[src/rtl/wb_hram_arb_pkg.sv]
// Shared types and constants for the three-master HyperRAM Wishbone arbiter.
package wb_hram_arb_pkg;

  localparam int NM = 3;

  typedef enum logic {
    S_IDLE = 1'b0,
    S_BUSY = 1'b1
  } state_t;

  localparam logic [2:0] CTI_CLASSIC = 3'd0;
  localparam logic [2:0] CTI_INCR    = 3'd2;
  localparam logic [2:0] CTI_EOB     = 3'd7;

  localparam logic [1:0] M_CPU = 2'd0;
  localparam logic [1:0] M_SD  = 2'd1;
  localparam logic [1:0] M_FRM = 2'd2;

  function automatic logic [1:0] oh2idx(input logic [NM-1:0] oh);
    logic [1:0] idx;
    idx = 2'd0;
    for (int i = 0; i < NM; i++) begin
      if (oh[i]) idx = 2'(i);
    end
    return idx;
  endfunction

endpackage

[src/rtl/wb_hram_arbiter_rr_pick.sv]
// Combinational round-robin pick: highest priority goes to the master after 'last'.
module rr_pick
  import wb_hram_arb_pkg::*;
(
  input  logic [NM-1:0] req,
  input  logic [1:0]    last,
  output logic [NM-1:0] gnt
);

  always_comb begin
    gnt = '0;
    case (last)
      M_CPU: begin
        if (req[1])      gnt = 3'b010;
        else if (req[2]) gnt = 3'b100;
        else if (req[0]) gnt = 3'b001;
      end
      M_SD: begin
        if (req[2])      gnt = 3'b100;
        else if (req[0]) gnt = 3'b001;
        else if (req[1]) gnt = 3'b010;
      end
      default: begin
        if (req[0])      gnt = 3'b001;
        else if (req[1]) gnt = 3'b010;
        else if (req[2]) gnt = 3'b100;
      end
    endcase
  end

endmodule

[src/rtl/wb_hram_arbiter.sv]
// Three-master Wishbone arbiter in front of one HyperRAM slave; grant held for a whole cyc tenure.
// Optional stall watchdog enabled by defining WB_HRAM_ARB_TIMEOUT_EN.
module wb_hram_arbiter
  import wb_hram_arb_pkg::*;
#(
  parameter int AW      = 32,
  parameter int DW      = 32,
  parameter int TIMEOUT = 255
) (
  input  logic                      wb_clk_i,
  input  logic                      wb_rst_ni,
  input  logic [NM-1:0][AW-1:0]     m_adr_i,
  input  logic [NM-1:0][DW-1:0]     m_dat_i,
  input  logic [NM-1:0][DW/8-1:0]   m_sel_i,
  input  logic [NM-1:0]             m_we_i,
  input  logic [NM-1:0]             m_cyc_i,
  input  logic [NM-1:0]             m_stb_i,
  input  logic [NM-1:0][2:0]        m_cti_i,
  input  logic [NM-1:0][1:0]        m_bte_i,
  output logic [NM-1:0][DW-1:0]     m_dat_o,
  output logic [NM-1:0]             m_ack_o,
  output logic [NM-1:0]             m_err_o,
  output logic [AW-1:0]             s_adr_o,
  output logic [DW-1:0]             s_dat_o,
  output logic [DW/8-1:0]           s_sel_o,
  output logic                      s_we_o,
  output logic                      s_cyc_o,
  output logic                      s_stb_o,
  output logic [2:0]                s_cti_o,
  output logic [1:0]                s_bte_o,
  input  logic [DW-1:0]             s_dat_i,
  input  logic                      s_ack_i,
  output logic [NM-1:0]             grant_o
);

  state_t          state_q, state_d;
  logic [NM-1:0]   grant_q, grant_d;
  logic [1:0]      last_q, last_d;
  logic [NM-1:0]   pick;
  logic [1:0]      gidx;
  logic            busy;
  logic            cyc_g;
  logic            stb_g;
  logic            abort;
  logic            live;

  rr_pick u_pick (
    .req  (m_cyc_i),
    .last (last_q),
    .gnt  (pick)
  );

  assign gidx  = oh2idx(grant_q);
  assign busy  = (state_q == S_BUSY);
  assign cyc_g = m_cyc_i[gidx];
  assign stb_g = m_stb_i[gidx];

  always_comb begin
    state_d = state_q;
    grant_d = grant_q;
    last_d  = last_q;
    case (state_q)
      S_IDLE: begin
        if (|m_cyc_i) begin
          grant_d = pick;
          state_d = S_BUSY;
        end
      end
      S_BUSY: begin
        // Tenure ends only when the owner releases cyc; no pre-emption.
        if (!cyc_g) begin
          grant_d = '0;
          last_d  = gidx;
          state_d = S_IDLE;
        end
      end
      default: state_d = S_IDLE;
    endcase
  end

  always_ff @(posedge wb_clk_i) begin
    if (!wb_rst_ni) begin
      state_q <= S_IDLE;
      grant_q <= '0;
      last_q  <= M_FRM;
    end else begin
      state_q <= state_d;
      grant_q <= grant_d;
      last_q  <= last_d;
    end
  end

  // Outputs are gated by reset so an in-flight burst is cut off in the reset cycle itself.
  assign live    = busy && wb_rst_ni && !abort;
  assign s_cyc_o = live && cyc_g;
  assign s_stb_o = live && stb_g;
  assign s_adr_o = m_adr_i[gidx];
  assign s_dat_o = m_dat_i[gidx];
  assign s_sel_o = m_sel_i[gidx];
  assign s_we_o  = m_we_i[gidx];
  assign s_cti_o = m_cti_i[gidx];
  assign s_bte_o = m_bte_i[gidx];

  assign m_dat_o = {NM{s_dat_i}};
  assign m_ack_o = (busy && wb_rst_ni && s_ack_i) ? grant_q : '0;
  assign grant_o = wb_rst_ni ? grant_q : '0;

`ifdef WB_HRAM_ARB_TIMEOUT_EN
  localparam logic [9:0] TO_LIM = 10'(TIMEOUT);

  logic [9:0] to_cnt_q;
  logic       abort_q;
  logic       to_hit;

  assign abort   = abort_q;
  assign to_hit  = busy && !abort_q && (to_cnt_q == TO_LIM);
  assign m_err_o = (to_hit && wb_rst_ni) ? grant_q : '0;

  // After the error pulse the slave side stays quiet until the owner lets go of cyc.
  always_ff @(posedge wb_clk_i) begin
    if (!wb_rst_ni) begin
      to_cnt_q <= '0;
      abort_q  <= 1'b0;
    end else if (!busy || !cyc_g) begin
      to_cnt_q <= '0;
      abort_q  <= 1'b0;
    end else if (to_hit) begin
      to_cnt_q <= '0;
      abort_q  <= 1'b1;
    end else if (s_ack_i) begin
      to_cnt_q <= '0;
    end else if (stb_g && !abort_q) begin
      to_cnt_q <= to_cnt_q + 10'd1;
    end
  end
`else
  assign abort   = 1'b0;
  assign m_err_o = '0;
`endif

endmodule

[config.mk]
export PLATFORM = sky130hd
export DESIGN_NAME = wb_hram_arbiter
export DESIGN_NICKNAME = d
export VERILOG_FILES = /design/src/rtl/wb_hram_arb_pkg.sv /design/src/rtl/wb_hram_arbiter_rr_pick.sv /design/src/rtl/wb_hram_arbiter.sv
export SDC_FILE = /design/constraint.sdc
export NUM_CORES = 1
export LEC_CHECK = 0
export BUFFER_PORTS_ARGS = -buffer_cell sky130_fd_sc_hd__buf_2
export CORE_AREA = 5 5 170 172
export CTS_CLUSTER_DIAMETER = 60
export CTS_CLUSTER_SIZE = 12
export DETAILED_ROUTE_END_ITERATION = 6
export DIE_AREA = 0 0 175 177
export GPL_TIMING_DRIVEN = 0
export MAX_ROUTING_LAYER = met4
export PLACE_DENSITY = 0.44
export SLEW_MARGIN = 20
export SYNTH_ARGS = -nofsm -noshare
export SYNTH_HDL_FRONTEND = slang
export SYNTH_SLANG_ARGS = --single-unit
[constraint.sdc]
create_clock -name wb_clk_i -period 1.48 [get_ports wb_clk_i]
set_clock_uncertainty 0.05 [all_clocks]
set_input_delay 0.148 -clock wb_clk_i [delete_from_list [all_inputs] [get_ports wb_clk_i]]
set_output_delay 0.148 -clock wb_clk_i [all_outputs]
set_load 0.1 [all_outputs]
# Word-level counts from Yosys, hierarchy flattened
# Index checks and enable logic that the tools add are counted.
# totals
regBits,6
inputBits,263
out_inout_bits,181
word_cells,53
# classes
order_cmp,1
eq_ne,3
muxes,36
bitwise,2
n_reduce_logical,8
# op_table
cell,n
32-bit binary-select mux with 2-bit select,2
32-bit two-way mux,2
3-bit two-way mux,12
3-bit one-hot mux with 2 select lines,2
4-bit binary-select mux with 2-bit select,1
1-bit two-way mux,7
1-bit binary-select mux with 2-bit select,3
3-bit binary-select mux with 2-bit select,1
2-bit two-way mux,3
2-bit binary-select mux with 2-bit select,1
1-bit logical AND,4
4-bit two-way mux,1
"2-bit inequality test, second input constant",2
2-bit AND reduction,2
"2-bit by 3-bit < comparator with 1-bit output, second input constant",1
3-bit OR reduction,1
"2-bit by 1-bit == test with 1-bit output, second input constant",1
2-bit logical NOT,1
1-bit inverter,2
1-bit one-hot mux with 2 select lines,1

# Depth between registers and ports, before layout
# Gate-level depths: netlist (run 1).
# logic_depth
depth_word,6
depth_mapped,6
ltp_nobuf,4

# Cells and area by module
# From an unflattened synthesis (run 1), not the netlist that was laid out.
# unflattened
hier_cells,401
hier_area_um2,2732.6
# by_module_without_submodules
module,instances,cells_per_inst,area_per_inst_um2
wb_hram_arbiter,1,394,2681.3
rr_pick,1,7,51.3

# Worst setup path before layout (run 1)
# OpenSTA, ideal clock, no wires.
# synth_timing
kind,reg2out
start,register grant_q[1]
end,output s_dat_o[18]
arrival_ns,2.987
t_required_ns,1.282
setup_slack_ns,-1.705
path_stages_with_launch,6
path_buffers,3
cell_sequence,dfxtp_1 buf_6 buf_4 buf_4 mux2i_1 o21ai_0
# synth_between
elab_chain_cells,4
# synth_lines
item,line_no,source
start: declaration,wb_hram_arbiter.sv:37,"logic [NM-1:0] grant_q, grant_d;"
start signal: assignment,wb_hram_arbiter.sv:88,grant_q <= grant_d;
1-bit two-way mux,wb_hram_arb_pkg.sv:23,if (oh[i]) idx = 2'(i);
2-bit two-way mux,wb_hram_arb_pkg.sv:23,
32-bit binary-select mux with 2-bit select,wb_hram_arbiter.sv:98,assign s_dat_o = m_dat_i[gidx];
32-bit two-way mux (implied by the code),wb_hram_arbiter.sv:98,
end: declaration,wb_hram_arbiter.sv:24,"output logic [DW-1:0] s_dat_o,"
# No other way between the ends. The select of a mux whose other input is x is not followed.

# Worst setup path in the final report (run 1)
# Same ends and word-level chain as after synthesis.

==> results of run 1 <==
-- registers in the layout, indices dropped and copies added, names as in the netlist --
| register | cells |
|---|---|
| busy | 1 |
| grant_q | 3 |
| last_q | 2 |
-- metrics by stage --
stage,cell area [sq um],util [%],setup WS [ns]
final,8452,30.93,-0.2937
after global routing,8452,30.93,-0.3241
after CTS,8090,29.61,-0.3340
after detailed placement,6046,22.13,-0.7292
after global placement,6046,22.13,-0.7192
after floorplan,3576,-,-0.3238
-- cells in the mapped netlist (2+ instances only) --
master / count / area, sq um
a21oi_1: 5 / 25.02
and2_1: 6 / 37.54
and3_1: 2 / 12.51
buf_1: 6 / 22.52
buf_2: 8 / 40.04
buf_4: 102 / 765.7
clkbuf_1: 10 / 37.54
dfxtp_1: 6 / 120.1
inv_1: 3 / 11.26
mux2i_1: 75 / 750.7
nand2_1: 81 / 304.0
nor2_1: 5 / 18.77
o21ai_0: 77 / 385.4
-- layout by cell type, fill, tap and decap left out, drive strengths merged --
cell / n
nor4b: 1
conb: 3
mux2: 1
nand4: 1
dfxtp: 6
a32oi: 1
o22ai: 1
and3: 2
o32ai: 1
o21bai: 1
nand2: 81
nor2b: 1
o21ai: 78
or4: 1
nand3b: 1
a22o: 1
clkbuf: 15
nor2: 5
buf: 537
inv: 3
and2: 6
mux2i: 76
a21oi: 5
-- report_power, final --
part	switching [mW]	internal (mW)	total [mW]
logic	3.82	2.05	5.88
clock network	0.0975	0.347	0.445
registers	0.00837	0.173	0.181
-- critical path: cells and delay by family, from the launching register on --
family | cells | cell delay (ns)
AOI/OAI and AO/OA | 1 | 0.18
DFF | 1 | 0.31
buffers and inverters | 4 | 0.65
muxes | 1 | 0.19
-- layout make-up --
class / instances / area, sq um / share of cell area, %
Buffer: 125 / 1111 / 13.15
Clock buffer: 3 / 75.07 / 0.8882
Inverter: 3 / 11.26 / 0.1332
Multi-Input combinational cell: 267 / 3248 / 38.43
Sequential cell: 6 / 125.1 / 1.480
Tap cell: 346 / 432.9 / 5.122
Timing Repair Buffer: 424 / 3448 / 40.80
-- layer usage --
| layer | up-vias | share of wire [%] |
|---|---|---|
| met1 | 1933 | 35 |
| met3 | 9 | 7.9 |
| met5 | - | 0 |
| met4 | 0 | 0.64 |
| li1 | 2129 | - |
| met2 | 253 | 56 |
-- worst max path at each step --
stage                     slack, ns     endpoint       start  cells after the start
after floorplan               -0.32  s_adr_o[31]  grant_q[2]                      3
after global placement        -0.72  s_dat_o[20]  grant_q[2]                      5
after detailed placement      -0.73  s_dat_o[20]  grant_q[2]                      5
after CTS                     -0.33  s_dat_o[18]  grant_q[1]                      6
after global routing          -0.32  s_dat_o[18]  grant_q[1]                      6
final                         -0.29  s_dat_o[18]  grant_q[1]                      6
-- timing repair --
item,in CTS,in global routing
buffers inserted,8,4
gates cloned,4,2
resized for setup,427,66
setup endpoints to repair,82,85
pin swaps,30,15
-- logic make-up after synthesis --
logic type,Yosys count,synth area share (%)
multiplexers,77,29.58
AND/OR/NAND/NOR,99,15.35
flip-flops,6,4.507
AO/OA/AOI/OAI,88,17.09
other,1,0.1407
buffers and inverters,130,33.33
==> results.sh, run 1 <==
export IMPL_outcome="finished with violations"
export IMPL_violations="negative setup slack"
export IMPL_min_path_cells=3
export IMPL_drt_pass1_iterations=4
export IMPL_io_pins=444
export IMPL_cts_root_buffer="clkbuf_16"
export IMPL_dp_hpwl_mm=14.80
export IMPL_crit_path_frequent_cell="buf_12"
export IMPL_avgSynthCellArea_sq_um=6.646
export IMPL_die_h_um=177
export IMPL_nFillCells=2824
export IMPL_start_util_pct=9.754
export IMPL_async_flop_share_pct=0
export IMPL_dieArea_sq_mm=0.03098
export IMPL_p_per_area_mw_per_mm2=769.3
export IMPL_holdPathEnd="grant_q[2]"
export IMPL_path_cells="buf_12, buf_12, buf_16, mux2i_4, o21ai_4, buf_12"
export IMPL_crit_path_max_fanout=8
export IMPL_wire_per_inst_um=15.37
export IMPL_synth_edf_count=0
export IMPL_finalPower_mw=6.502
export IMPL_ant_nets=0
export IMPL_cts_made_buffers=3
export IMPL_synth_seq_cells=6
export IMPL_ys_types=28
export IMPL_synth_ff_type="dfxtp_1"
export IMPL_rr_startpoint="grant_q[1]"
export IMPL_use_met3_pct=1.880
export IMPL_antenna_cells=0
export IMPL_synth_cells=401
export IMPL_drv_slew=0
export IMPL_p_leak_nw=3.674
export IMPL_ys_warn_count=0
export IMPL_worst_r2r_cell_count=6
export IMPL_setup_tns_ns=-17.68
export IMPL_instances_no_fill=1174
export IMPL_critPathSlowestCell="dfxtp_2"
export IMPL_drv_cap=0
export IMPL_slowest_delay_ns=0.31
export IMPL_die_x_um=175
export IMPL_htree_levels=1
export IMPL_crit_arrival_ns=1.58
export IMPL_layout_min_cycle_time_ns=1.774
export IMPL_criticalPathCategory="register to output pin"
export IMPL_grt_use_total_pct=10.75
export IMPL_grt_pass1_wl_mm=25.62
export IMPL_path_clk_slew_ns=0.03
export IMPL_drtIter0Drc=122
export IMPL_totalWireLength_mm=18.05
export IMPL_std_cell_rows=61
export IMPL_core_area_sq_mm=0.02732
export IMPL_grtUsageMet1_pct=11.62
export IMPL_hold_path_startpoint="m_cyc_i[2]"
export IMPL_synth_area_sq_mm=0.002665
export IMPL_ys_seq_area_share_pct=4.507
export IMPL_finalSetupViolCount=79
export IMPL_grt_busiest_layer="met2"
export IMPL_grt_max_degree=11
export IMPL_gp_congestion=0.7804
export IMPL_port_buffers=407
export IMPL_drcViolationCount=0
export IMPL_rsz0062_at_grt="yes"
export IMPL_grt_antenna_before_repair=0
export IMPL_whs_ns=0.2519
export IMPL_viasPerCell=3.683
export IMPL_grt_pass1_vias=4514
export IMPL_via_count=4324
export IMPL_drive_gt1_share_pct=85.63
export IMPL_ir_drop_uv=330.3
export IMPL_crit_path_start_kind="register"
export IMPL_cts_sinks=6
export IMPL_worst_slack_ns=-0.2937
export IMPL_clockBufferDepth=2
export IMPL_final_hold_violation_count=0
export IMPL_regToRegSetupSlack_ns=-0.07
export IMPL_timing_fmax_ghz=0.5638
export IMPL_r2r_end="grant_q[0]"
export IMPL_cts_tree="built"
export IMPL_hold_path_class="input pin to register"
export IMPL_end_kind="output pin"
export IMPL_fin_crit_sh_pct=119.8
export IMPL_area_delta_synth_final_pct=217.1
export IMPL_dp_cells=1156
export IMPL_clk_latency_ns=0.23
export IMPL_required_ns=1.28
export IMPL_cts_hold_buf=0
export IMPL_overflow=0
export IMPL_grt_met2_usage_pct=21.25
export IMPL_nets=1093
Note: power is estimated with default switching activity, not from simulation.
==> inputs of run 2 (changes only) <==
==> constraint.sdc (replaced) <==
create_clock -name wb_clk_i -period 1.48 [get_ports wb_clk_i]
set_clock_uncertainty 0.05 [all_clocks]
set_input_delay 0.222 -clock wb_clk_i [delete_from_list [all_inputs] [get_ports wb_clk_i]]
set_output_delay 0.222 -clock wb_clk_i [all_outputs]
set_load 0.1 [all_outputs]
==> run 2 against run 1 <==
  * The run still ends with negative setup slack left
  * Critical path depth down 1
  * Combinational power about the same
  * Non-clock buffer count up 2
  * Die area unchanged
  * Design area up 1.2%
  * First-iteration DRC count down 34%
  * Clock-buffer cell count unchanged
  * Sequential share of layout area about the same
  * Maximum frequency down 1.6%
  * Power up 0.60%
  * Worst setup slack worse by 0.030 ns
  * Critical path type unchanged
==> results.sh, run 2 (synthesized netlist as in run 1, its figures left out) <==
export IMPL_cts_tree="built"
export IMPL_crit_arrival_ns=1.53
export IMPL_cts_sinks=6
export IMPL_port_buffers=407
export IMPL_finalSetupViolCount=79
export IMPL_instances_no_fill=1177
export IMPL_final_cell_mix="326 x buf_2, 111 x buf_4, 81 x nand2_1"
export IMPL_wire_per_inst_um=15.40
export IMPL_grt_busiest_layer="met2"
export IMPL_regToRegSetupSlack_ns=-0.11
export IMPL_grt_met2_usage_pct=21.37
export IMPL_clk_latency_ns=0.23
export IMPL_required_ns=1.21
export IMPL_via_count=4341
export IMPL_drv_slew=0
export IMPL_grt_antenna_before_repair=1
export IMPL_io_pins=444
export IMPL_r2r_end="grant_q[0]"
export IMPL_fin_crit_sh_pct=121.8
export IMPL_fin_util_pct=31.30
export IMPL_outcome="finished with violations"
export IMPL_final_area_sq_mm=0.008552
export IMPL_largest_reg_flops=3
export IMPL_crit_path_frequent_cell="buf_12"
export IMPL_clkPwrFrac_pct=6.7
export IMPL_die_h_um=177
export IMPL_drcViolationCount=0
export IMPL_crit_path_start_kind="register"
export IMPL_nFillCells=2785
export IMPL_comb_power_share_pct=90.4
export IMPL_regMostFlops="grant_q"
export IMPL_drt_pass1_iterations=4
export IMPL_switching_power_mw=3.938
export IMPL_criticalPathCategory="register to output pin"
export IMPL_end_kind="output pin"
export IMPL_crit_path_max_fanout=7
export IMPL_grt_pass1_wl_mm=25.80
export IMPL_finalPower_mw=6.541
export IMPL_cts_root_buffer="clkbuf_16"
export IMPL_clockBufferDepth=2
export IMPL_area_delta_synth_final_pct=220.9
export IMPL_rr_startpoint="grant_q[1]"
export IMPL_std_cell_rows=61
export IMPL_slowest_delay_ns=0.44
export IMPL_dp_slack_ns=-0.8416
export IMPL_overflow=0
export IMPL_path_clk_slew_ns=0.03
export IMPL_dieArea_sq_mm=0.03098
export IMPL_p_seq_share_pct=2.9
export IMPL_die_x_um=175
export IMPL_drv_cap=0
export IMPL_grt_max_degree=11
export IMPL_p_leak_nw=3.714
export IMPL_hold_path_class="input pin to register"
export IMPL_setup_tns_ns=-22.37
export IMPL_final_hold_violation_count=0
export IMPL_internal_power_mw=2.603
export IMPL_path_cells="buf_12, buf_16, mux2i_4, o21ai_4, buf_12"
export IMPL_drtIter0Drc=81
export IMPL_ir_drop_uv=518.8
export IMPL_dp_cells=1156
export IMPL_timing_fmax_ghz=0.5546
export IMPL_gp_congestion=0.7969
export IMPL_core_area_sq_mm=0.02732
export IMPL_swShare_pct=60.20
export IMPL_layout_min_cycle_time_ns=1.803
export IMPL_whs_ns=0.2820
export IMPL_violations="negative setup slack"
export IMPL_htree_levels=1
export IMPL_p_per_area_mw_per_mm2=764.9
export IMPL_place_area_sq_mm=0.006047
export IMPL_start_util_pct=9.754
export IMPL_totalWireLength_mm=18.13
export IMPL_dp_hpwl_mm=14.52
export IMPL_grt_pass1_vias=4755
export IMPL_rsz0062_at_grt="yes"
export IMPL_endpoint="s_cti_o[0]"
export IMPL_grtUsageMet1_pct=11.06
export IMPL_drive_gt1_share_pct=86.14
export IMPL_viasPerCell=3.688
export IMPL_critPathLaunch="grant_q[1]"
export IMPL_cts_hold_buf=0
export IMPL_use_met3_pct=2.008
export IMPL_worst_slack_ns=-0.3232
export IMPL_nets=1095
export IMPL_grt_use_total_pct=10.69
export IMPL_mostFrequentLayoutCell="buf_2"
export IMPL_worst_r2r_cell_count=5
export IMPL_critPathSlowestCell="dfxtp_4"
export IMPL_cts_made_buffers=3
export IMPL_ant_nets=0
run 2: metal layers:
metal,vias up,wire (um)
li1,2131,-
met1,1948,6391
met2,248,10240
met3,14,1302
met4,0,198
met5,-,0
run 2: power groups by stage:
| stage | logic, mW | registers, mW | clock network [mW] |
|---|---|---|---|
| 3_5_place_dp | 4.58 | 0.182 | 0 |
| 3_3_place_gp | 4.58 | 0.182 | 0 |
| 5_1_grt | 6.08 | 0.193 | 0.461 |
| 4_1_cts | 5.81 | 0.183 | 0.449 |
| 2_1_floorplan | 3.80 | 0.181 | 0 |
| 6_report | 5.91 | 0.190 | 0.441 |
run 2: final cells by class:
type | instances | area [sq um] | share of cell area [%]
well taps | 346 | 432.9 | 5.062
diodes | 1 | 2.502 | 0.02926
flip-flops and latches | 6 | 127.6 | 1.492
plain buffers | 126 | 1132 | 13.24
repair buffers | 425 | 3487 | 40.78
clock buffers | 3 | 75.07 | 0.8778
inverters | 3 | 11.26 | 0.1317
multi-input cells | 267 | 3283 | 38.39
run 2: worst min path at each step:
stage,startpoint,end,slack (ns),cells past startpoint
2_1_floorplan,m_cyc_i[2],grant_q[2],0.34,2
3_3_place_gp,last_q[0],last_q[0],0.49,2
3_5_place_dp,last_q[0],last_q[0],0.49,2
4_1_cts,wb_rst_ni,last_q[1],0.28,2
5_1_grt,wb_rst_ni,last_q[1],0.31,2
6_report,wb_rst_ni,last_q[1],0.28,2
run 2: worst max-delay path: cells and delay by family, from the launching register on:
kind	cells	cell delay (ns)
AOI/OAI and AO/OA	1	0.08
DFF	1	0.44
buffers and inverters	3	0.50
muxes	1	0.26
run 2: repair_timing:
item,CTS,global route
resized for setup,467,37
gates cloned,4,3
endpoints found under the setup margin,84,84
pin swaps,37,13
setup buffers,8,4
